File: src/rtl/ex_ctrl_seq.sv
// rtl/ex_ctrl_seq.sv - RV32 EX-stage control sequencer; M-extension sequencer enabled by EX_CTRL_RV32M_EN
module ex_ctrl_seq #(
    parameter int MUL_CYCLES = 4,
    parameter int DIV_CYCLES = 32
) (
    input  logic       i_clk,
    input  logic       i_rst,
    input  logic       i_in_valid,
    output logic       o_in_ready,
    input  logic [6:0] i_opcode,
    input  logic [2:0] i_funct3,
    input  logic [6:0] i_funct7,
    input  logic       i_stall,
    input  logic       i_flush,
    output logic       o_out_valid,
    output logic       o_a_sel,
    output logic       o_b_sel,
    output logic [2:0] o_branch_alu_op,
    output logic [3:0] o_alu_op,
    output logic [2:0] o_md_op,
    output logic       o_md_start,
    output logic       o_md_busy,
    output logic       o_illegal
);

    localparam logic [6:0] OPC_LUI    = 7'b0110111;
    localparam logic [6:0] OPC_AUIPC  = 7'b0010111;
    localparam logic [6:0] OPC_JAL    = 7'b1101111;
    localparam logic [6:0] OPC_JALR   = 7'b1100111;
    localparam logic [6:0] OPC_BRANCH = 7'b1100011;
    localparam logic [6:0] OPC_LOAD   = 7'b0000011;
    localparam logic [6:0] OPC_STORE  = 7'b0100011;
    localparam logic [6:0] OPC_OPIMM  = 7'b0010011;
    localparam logic [6:0] OPC_OP     = 7'b0110011;

    if (MUL_CYCLES < 1 || DIV_CYCLES < 1) begin : g_bad_latency
        $error("ex_ctrl_seq: MUL_CYCLES and DIV_CYCLES must be >= 1");
    end

    logic       w_legal;
    logic       w_a_sel;
    logic       w_b_sel;
    logic [2:0] w_br_op;
    logic [3:0] w_alu_op;
    logic       w_is_mext;
    logic       w_md_busy;
    logic       w_accept;
    logic       w_retire;

    logic       r_out_valid;
    logic       r_a_sel;
    logic       r_b_sel;
    logic [2:0] r_br_op;
    logic [3:0] r_alu_op;
    logic       r_illegal;

`ifdef EX_CTRL_RV32M_EN
    typedef enum logic {IDLE, MD_BUSY} state_t;

    localparam int MAX_CYCLES = (MUL_CYCLES > DIV_CYCLES) ? MUL_CYCLES : DIV_CYCLES;
    localparam int CW = $clog2(MAX_CYCLES + 1);
    localparam logic [CW-1:0] MUL_LOAD = CW'(MUL_CYCLES - 1);
    localparam logic [CW-1:0] DIV_LOAD = CW'(DIV_CYCLES - 1);

    state_t        r_state;
    state_t        w_state_nxt;
    logic [CW-1:0] r_count;
    logic [CW-1:0] w_count_nxt;
    logic          r_md_start;
    logic          w_md_start_nxt;
    logic [2:0]    r_md_op;
    logic [2:0]    w_md_op_nxt;
`endif

    assign w_is_mext = (i_opcode == OPC_OP) && (i_funct7 == 7'b0000001);

    // Fields left at defaults by any path that clears w_legal
    always_comb begin
        w_legal  = 1'b1;
        w_a_sel  = 1'b0;
        w_b_sel  = 1'b1;
        w_br_op  = 3'b011;
        w_alu_op = 4'b0000;
        case (i_opcode)
            OPC_LUI:    w_alu_op = 4'b1001;
            OPC_AUIPC:  w_a_sel  = 1'b1;
            OPC_JAL: begin
                w_a_sel = 1'b1;
                w_br_op = 3'b010;
            end
            OPC_JALR: begin
                w_br_op  = 3'b010;
                w_alu_op = 4'b1010;
            end
            OPC_BRANCH: begin
                w_a_sel = 1'b1;
                w_br_op = i_funct3;
            end
            OPC_LOAD, OPC_STORE: ;
            OPC_OPIMM:
                w_alu_op = (i_funct3 == 3'b101) ? {i_funct7[5], i_funct3} : {1'b0, i_funct3};
            OPC_OP: begin
                if (w_is_mext) begin
`ifdef EX_CTRL_RV32M_EN
                    w_b_sel = 1'b0;
`else
                    w_legal = 1'b0;
`endif
                end else begin
                    w_b_sel  = 1'b0;
                    w_alu_op = (i_funct3 == 3'b000 || i_funct3 == 3'b101) ?
                               {i_funct7[5], i_funct3} : {1'b0, i_funct3};
                end
            end
            default: w_legal = 1'b0;
        endcase
    end

    assign o_in_ready = !i_flush && !w_md_busy && (!r_out_valid || !i_stall);
    assign w_accept   = i_in_valid && o_in_ready;
    assign w_retire   = r_out_valid && !i_stall && !w_md_busy;

    always_ff @(posedge i_clk) begin
        if (i_rst) begin
            r_out_valid <= 1'b0;
            r_a_sel     <= 1'b0;
            r_b_sel     <= 1'b0;
            r_br_op     <= 3'b011;
            r_alu_op    <= 4'b0000;
            r_illegal   <= 1'b0;
        end else if (i_flush) begin
            r_out_valid <= 1'b0;
            r_illegal   <= 1'b0;
        end else if (w_accept) begin
            r_out_valid <= 1'b1;
            r_a_sel     <= w_a_sel;
            r_b_sel     <= w_b_sel;
            r_br_op     <= w_br_op;
            r_alu_op    <= w_alu_op;
            r_illegal   <= !w_legal;
        end else if (w_retire) begin
            r_out_valid <= 1'b0;
        end
    end

`ifdef EX_CTRL_RV32M_EN
    always_ff @(posedge i_clk) begin
        if (i_rst) begin
            r_state    <= IDLE;
            r_count    <= '0;
            r_md_start <= 1'b0;
            r_md_op    <= 3'b000;
        end else begin
            r_state    <= w_state_nxt;
            r_count    <= w_count_nxt;
            r_md_start <= w_md_start_nxt;
            r_md_op    <= w_md_op_nxt;
        end
    end

    // Counter runs regardless of stall; only flush or reset cut an op short
    always_comb begin
        w_state_nxt    = r_state;
        w_count_nxt    = r_count;
        w_md_start_nxt = 1'b0;
        w_md_op_nxt    = r_md_op;
        if (i_flush) begin
            w_state_nxt = IDLE;
            w_count_nxt = '0;
        end else begin
            case (r_state)
                IDLE: begin
                    if (w_accept) begin
                        w_md_op_nxt = (w_is_mext) ? i_funct3 : 3'b000;
                        if (w_is_mext) begin
                            w_state_nxt    = MD_BUSY;
                            w_count_nxt    = i_funct3[2] ? DIV_LOAD : MUL_LOAD;
                            w_md_start_nxt = 1'b1;
                        end
                    end
                end
                MD_BUSY: begin
                    if (r_count == '0) begin
                        w_state_nxt = IDLE;
                    end else begin
                        w_count_nxt = r_count - 1'b1;
                    end
                end
                default: w_state_nxt = IDLE;
            endcase
        end
    end

    assign w_md_busy  = (r_state == MD_BUSY);
    assign o_md_start = r_md_start;
    assign o_md_op    = r_md_op;
`else
    assign w_md_busy  = 1'b0;
    assign o_md_start = 1'b0;
    assign o_md_op    = 3'b000;
`endif

    assign o_md_busy       = w_md_busy;
    assign o_out_valid     = r_out_valid;
    assign o_a_sel         = r_a_sel;
    assign o_b_sel         = r_b_sel;
    assign o_branch_alu_op = r_br_op;
    assign o_alu_op        = r_alu_op;
    assign o_illegal       = r_illegal;

endmodule

File: config.mk
export PLATFORM = sky130hd
export DESIGN_NAME = ex_ctrl_seq
export DESIGN_NICKNAME = d
export VERILOG_FILES = /design/src/rtl/ex_ctrl_seq.sv
export SDC_FILE = /design/constraint.sdc
export NUM_CORES = 1
export LEC_CHECK = 0
export ABC_AREA = 1
export BUFFER_PORTS_ARGS = -buffer_cell sky130_fd_sc_hd__buf_2
export CELL_PAD_IN_SITES_DETAIL_PLACEMENT = 1
export CELL_PAD_IN_SITES_GLOBAL_PLACEMENT = 2
export CORE_MARGIN = 5
export CORE_UTILIZATION = 23
export CTS_CLUSTER_DIAMETER = 60
export DETAILED_ROUTE_END_ITERATION = 16
export PLACE_DENSITY_LB_ADDON = 0.1
export SETUP_SLACK_MARGIN = 0.5
export SLEW_MARGIN = 20
export SYNTH_ARGS = -nofsm -noshare
export SYNTH_HDL_FRONTEND = slang
export SYNTH_SLANG_ARGS = --single-unit
File: constraint.sdc
create_clock -name i_clk -period 1.5 [get_ports i_clk]
set_input_delay 0.15 -clock i_clk [delete_from_list [all_inputs] [get_ports i_clk]]
set_output_delay 0.15 -clock i_clk [all_outputs]
set_load 0.01 [all_outputs]
-- Yosys cells after proc, flatten, opt, wreduce, memory -nomap -nowiden
Cells that the tools add are included.
- $add $sub $neg: 0
- multiply operators: 0
- div/mod/pow operators: 0
- magnitude comparators: 0
- equal/unequal tests: 11
- shifts and indexed selects: 0
- mux-type cells: 12
- bitwise logic cells: 1
- reductions and logical operators: 17
- operator list (cell ; number):
    equality test 7 x 6 -> 1 bit, second input constant ; 3
    equality test 7 bit, second input constant ; 3
    one-hot mux 4 bit (4 select lines) ; 1
    equality test 7 x 5 -> 1 bit, second input constant ; 2
    two-way mux 4 bit ; 3
    OR reduction 8 bit ; 1
    equality test 7 x 1 -> 1 bit, second input constant ; 1
    equality test 7 x 2 -> 1 bit, second input constant ; 1
    two-way mux 1 bit ; 6
    one-hot mux 3 bit (2 select lines) ; 1
    logical AND 1 bit ; 4
    logical NOT 1 bit ; 4
    OR reduction 2 bit ; 2
    equality test 3 bit, second input constant ; 1
    logical NOT 3 bit ; 1
    OR reduction 3 bit ; 1
    logical OR 1 bit ; 2
    one-hot mux 1 bit (2 select lines) ; 1
    AND reduction 2 bit ; 1
    nonzero test 2 bit ; 1
    NOT 1 bit ; 1
- bits in registers: 11
- latch bits: 0
- bits in writable memories: 0
- bits in read-only memories: 0
- input bits: 22
- output and inout port bits: 17
- logic and storage cells: 47
- memories kept: 0

-- Depth between registers and ports, before layout
- depth after elaboration: 5
- mapped depth: 8
- depth with buffers taken out: 8

-- Worst setup path before layout
No wires, ideal clock.
- path kind: register -> register
- from: register r_out_valid (netlist: o_out_valid)
- to: register r_br_op[1] (netlist: o_branch_alu_op[1])
- arrival: 961 ps
- slack: 421 ps
- cell stages (with the launch flop): 9
- path buffers: 0
- period minus slack after synthesis: 1079 ps
- path through: dfxtp_1 -> nand2_1 -> inv_2 -> nor2_4 -> nand2_4 -> inv_4 -> nand2_1 -> o22ai_1 -> nand2_1
- word-level cells in the longest chain between the ends: 5
- RTL lines (item ; RTL line ; text):
    from (decl) ; 50 ; logic r_out_valid;
    from (signal assigned) ; 125 ; r_out_valid <= 1'b0;
    from (signal assigned) ; 132 ; r_out_valid <= 1'b0;
    from (signal assigned) ; 135 ; r_out_valid <= 1'b1;
    logical NOT 1 bit ; 119 ; assign o_in_ready = !i_flush && !w_md_busy && (!r_out_valid || !i_stall);
    logical OR 1 bit ; 119 ;
    logical AND 1 bit ; 119 ;
    net o_in_ready ; 9 ; output logic o_in_ready,
    logical AND 1 bit ; 120 ; assign w_accept = i_in_valid && o_in_ready;
    AND reduction 2 bit (no line) ; - ;
    to (signal assigned) ; 138 ; r_br_op <= w_br_op;
    to (decl) ; 53 ; logic [2:0] r_br_op;
The timed path passes the listed nets, and every way through them passes these cells.
A chain may end at the register's enable or synchronous reset.

-- Worst setup path after layout
- from: register r_out_valid (netlist: o_out_valid)
- to: register r_br_op[1] (netlist: o_branch_alu_op[1])
- word-level cells in the longest chain between the ends: 5
- RTL lines (item ; RTL line):
    logical NOT 1 bit ; 119
    logical OR 1 bit ; 119
    logical AND 1 bit ; 119
    logical AND 1 bit ; 120
    AND reduction 2 bit (no line) ; -
No other way between the ends.

==> metrics.md <==
| Metric | Value |
|---|---|
| Number of nets in the layout | 176 |
| Result of the run | finished, final reports clean |
| Total detailed-routing wirelength | 2240 um |
| Worst setup path category | flop to flop |
| Maximum level of the CTS H-tree | 1 |
| Die Y-Extent | 67.7 um |
| Max Slew Vio Count | 0 |
| Share of total power consumed by net switching | 29.8% |
| Root cell of the clock tree | sky130_fd_sc_hd__clkbuf_4 |
| Max Freq | 893 MHz |
| DRC | 0 |
| Total congestion overflow after global routing | 0 |
| Detail Route Antenna Nets | 0 |
| Cell-internal power | 0.000458 W |
| Hold slack | 0.147 ns |
| Vias in the first global route | 868 |
| Cts-stage hold buffer count | 0 |
| Share of final-layout standard cells stronger than drive strength 1 | 41.8% |
| Area of the core region | 3280 um^2 |
| Arrival time of the worst setup path | 1.28 ns |
| Critical path's most frequent cell | sky130_fd_sc_hd__nand2_4 |
| Final cell utilization of the core | 31.7% |
| Highest net fanout along the worst path | 7 |
| Number of failing setup endpoints in the final timing report | 0 |
| Top cell type by total area after synthesis | sky130_fd_sc_hd__dfxtp_1 |
| CP startpoint kind | flop |
| Area delta synth->final | 35.8% |
| Full die area | 4580 um^2 |
| Clock network power share | 31.5% |
| Number of enable flip-flop cells after synthesis | 0 |
| Cell area after synthesis | 766 um^2 |
| Path category of the worst min-delay check | primary input to flop |
| Post-synth top area share | 28.8% |
| Post-Synthesis Cells | 115 |
| Clock tree from TritonCTS | done |
| Vias/cell | 4.17 |
| Met1 track demand over resource in global routing | 12.1% |
| Layout fillers | 442 |
| Post-DR wirelength/cell | 11.2 um |
| Biggest area contributors in the synthesized netlist | sky130_fd_sc_hd__dfxtp_1 29%, sky130_fd_sc_hd__nand2_1 15%, sky130_fd_sc_hd__nand3_1 8.5%, sky130_fd_sc_hd__nor2_4 5.9%, sky130_fd_sc_hd__inv_1 5.4% |
| FF-to-FF End | o_branch_alu_op[1] |
| Sequential fraction of the synthesis area | 28.8% |
| Total clock buffers created by CTS | 3 |
| Min-Delay Endpoint | o_out_valid |
| Count of TritonRoute iterations in the first routing pass | 4 |
| Worst hold start | i_in_valid |
| Crit path time final | 1.12 ns |
| Cell type of the slowest stage on the worst timing path | sky130_fd_sc_hd__dfxtp_2 |
| Total half-perimeter wirelength after legalization and detailed placement | 1860 um |
| All-layer global routing usage | 10.8% |
| Sum of internal, switching and leakage power | 0.000653 W |
| CTS clk-pin slew, worst paths | 0.07 ns |
| Final instance count without filler cells | 199 |
| Switching power | 0.000195 W |
| Width of the chip | 67.7 um |
| Highest cell delay on the worst timing path | 0.34 ns |
| Commonest cells after routing, fill and taps aside | 32 x sky130_fd_sc_hd__buf_2, 28 x sky130_fd_sc_hd__nand2_1, 12 x sky130_fd_sc_hd__nand3_1, 11 x sky130_fd_sc_hd__inv_1, 10 x sky130_fd_sc_hd__dfxtp_1 |
| Share of total power in combinational logic | 22.0% |
| Leakage power | 0.535 nW |
| Maximum root-to-sink buffer count | 2 |
| Kind of end point of the critical path | flop |
| Count of cell types in the netlist | 25 |
| Worst hold path stage count | 3 |
| Starting density of the core | 23.3% |
| Diodes inserted | 0 |
| Dpl cells | 192 |
| Final Hold Violating Endpoints | 0 |
| Max-capacitance violation count | 0 |
| Global-route wire length before repair | 3710 um |
| Met2 track demand over resource in global routing | 20.3% |
| Synth warnings | 0 |
| Total clock sinks | 11 |
| Sequential power share | 46.5% |
| Reg-to-reg critical path startpoint | o_out_valid |
| Predominant post-synthesis flop cell | sky130_fd_sc_hd__dfxtp_1 |
| Clk Latency, worst-skew pair | 0.27 ns |
| Number of input and output port buffers inserted | 33 |
| Number of antenna violations at the first check in global routing | 0 |
| Final weighted congestion of routability-driven global placement | 0.709 |
| Cell depth of the worst flop-to-flop path | 8 |
| Required @ worst endpoint | 1.66 ns |
| Setup tns final | 0 ns |
| FF+latch count, synth | 11 |
| Power Dens Cells | 628 nW/um^2 |
| Ys async rst share | 0% |
| Most common cell after layout, fill and taps aside | sky130_fd_sc_hd__buf_2 |
| Worst vdd rail ir drop | 0.146 mV |
| FP Rows | 21 |
| Largest net degree at the start of global routing | 10 |
| Synthesized area divided by synthesized cell count | 6.66 um^2 |
| Setup slack, reg-to-reg | 0.38 ns |
| IO Count | 39 |
| Most Crowded Layer GR | met2 |
| Detailed-route via count | 829 |
| Final clock skew | 0.00508 ns |
| Final worst path period share | 74.6% |
| Critical path, cell by cell | nand2_2 -> inv_2 -> nor2_4 -> nand2_4 -> inv_6 -> nand2_4 -> o22ai_2 -> nand2_1 |
| Detailed Route Iter0 Violations | 11 |
| GR Util met3 | 1.50% |
| RSZ-0062 raised after global routing | true |
==> how the worst max path moves through the flow <==
| stage | from | endpoint | slack (ns) | cells past startpoint |
|---|---|---|---|---|
| detailed placement | o_out_valid | o_branch_alu_op[1] | 0.34 | 8 |
| global placement | i_opcode[6] | o_illegal | 0.37 | 9 |
| finish | o_out_valid | o_branch_alu_op[1] | 0.38 | 8 |
| CTS | o_out_valid | o_branch_alu_op[1] | 0.38 | 8 |
| global route | o_out_valid | o_branch_alu_op[1] | 0.31 | 8 |
| floorplan | o_out_valid | o_branch_alu_op[1] | 0.43 | 8 |
==> cell usage after synthesis, types with 2 or more instances <==
cell	number
sky130_fd_sc_hd__nand2_1	30
sky130_fd_sc_hd__nand3_1	13
sky130_fd_sc_hd__dfxtp_1	11
sky130_fd_sc_hd__inv_1	11
sky130_fd_sc_hd__nor2_1	9
sky130_fd_sc_hd__a21oi_1	6
sky130_fd_sc_hd__buf_4	5
sky130_fd_sc_hd__inv_2	4
sky130_fd_sc_hd__nor2_4	4
sky130_fd_sc_hd__a21oi_2	3
sky130_fd_sc_hd__nand2_4	2
sky130_fd_sc_hd__nor2_2	2
sky130_fd_sc_hd__nor3_1	2
sky130_fd_sc_hd__o21ai_0	2
==> state kept, by name (all words and copies together), names as in the netlist <==
name / cells
o_alu_op: 4
o_branch_alu_op: 3
o_a_sel: 1
o_b_sel: 1
o_illegal: 1
o_out_valid: 1
==> cell type report <==
| type | instances | area, um^2 | area share, % |
|---|---|---|---|
| clock buffer | 4 | 26.3 | 2.53 |
| timing repair buffer | 35 | 186 | 17.9 |
| multi-input combinational | 86 | 479 | 46.1 |
| inverter | 16 | 65.1 | 6.26 |
| sequential | 11 | 221 | 21.3 |
| timing repair inverter | 1 | 3.75 | 0.361 |
| tap | 46 | 57.6 | 5.54 |
==> worst max-delay path: cells and delay by family (launching register included) <==
| kind | cells | cell delay, ns |
|---|---|---|
| flip-flops | 1 | 0.34 |
| AND/OR/NAND/NOR | 5 | 0.41 |
| buffers and inverters | 2 | 0.15 |
| AO/OA/AOI/OAI | 1 | 0.12 |
==> through the flow <==
step,setup slack (ns),instance area (um^2)
2_1_floorplan,0.428,793
3_3_place_gp,0.368,965
3_5_place_dp,0.339,965
4_1_cts,0.381,1010
5_1_grt,0.308,1040
6_report,0.381,1040
==> power groups by stage <==
stage               registers, W   logic, W  clock network, W
floorplan               0.000314  0.0000830                 0
global placement        0.000309   0.000133                 0
detailed placement      0.000310   0.000136                 0
CTS                     0.000303   0.000143          0.000218
global route            0.000304   0.000162          0.000230
finish                  0.000304   0.000144          0.000205
==> cell families (layout without fill, tap and decap cells) <==
logic type	after synthesis	count (layout)	synth area share, %
buffers and inverters	22	56	14.9
AO/OA/AOI/OAI	16	16	13.2
flip-flops	11	11	28.8
other	1	5	0.490
XOR/XNOR	1	1	1.14
AND/OR/NAND/NOR	64	64	41.5
==> layer usage <==
metal | share of wire, % | up-vias
li1 | - | 434
met5 | 0 | -
met2 | 51 | 26
met1 | 42 | 365
met3 | 6.3 | 4
met4 | 1.3 | 0
==> what timing repair did <==
item | in CTS | in global routing
pin swaps | 1 | 2
hold endpoints to repair | 0 | 0
setup buffers | 1 | 1
endpoints found under the setup margin | 11 | 11
resized for setup | 3 | 4
gates cloned | 1 | 0
Note: power is estimated with default switching activity, not from simulation.
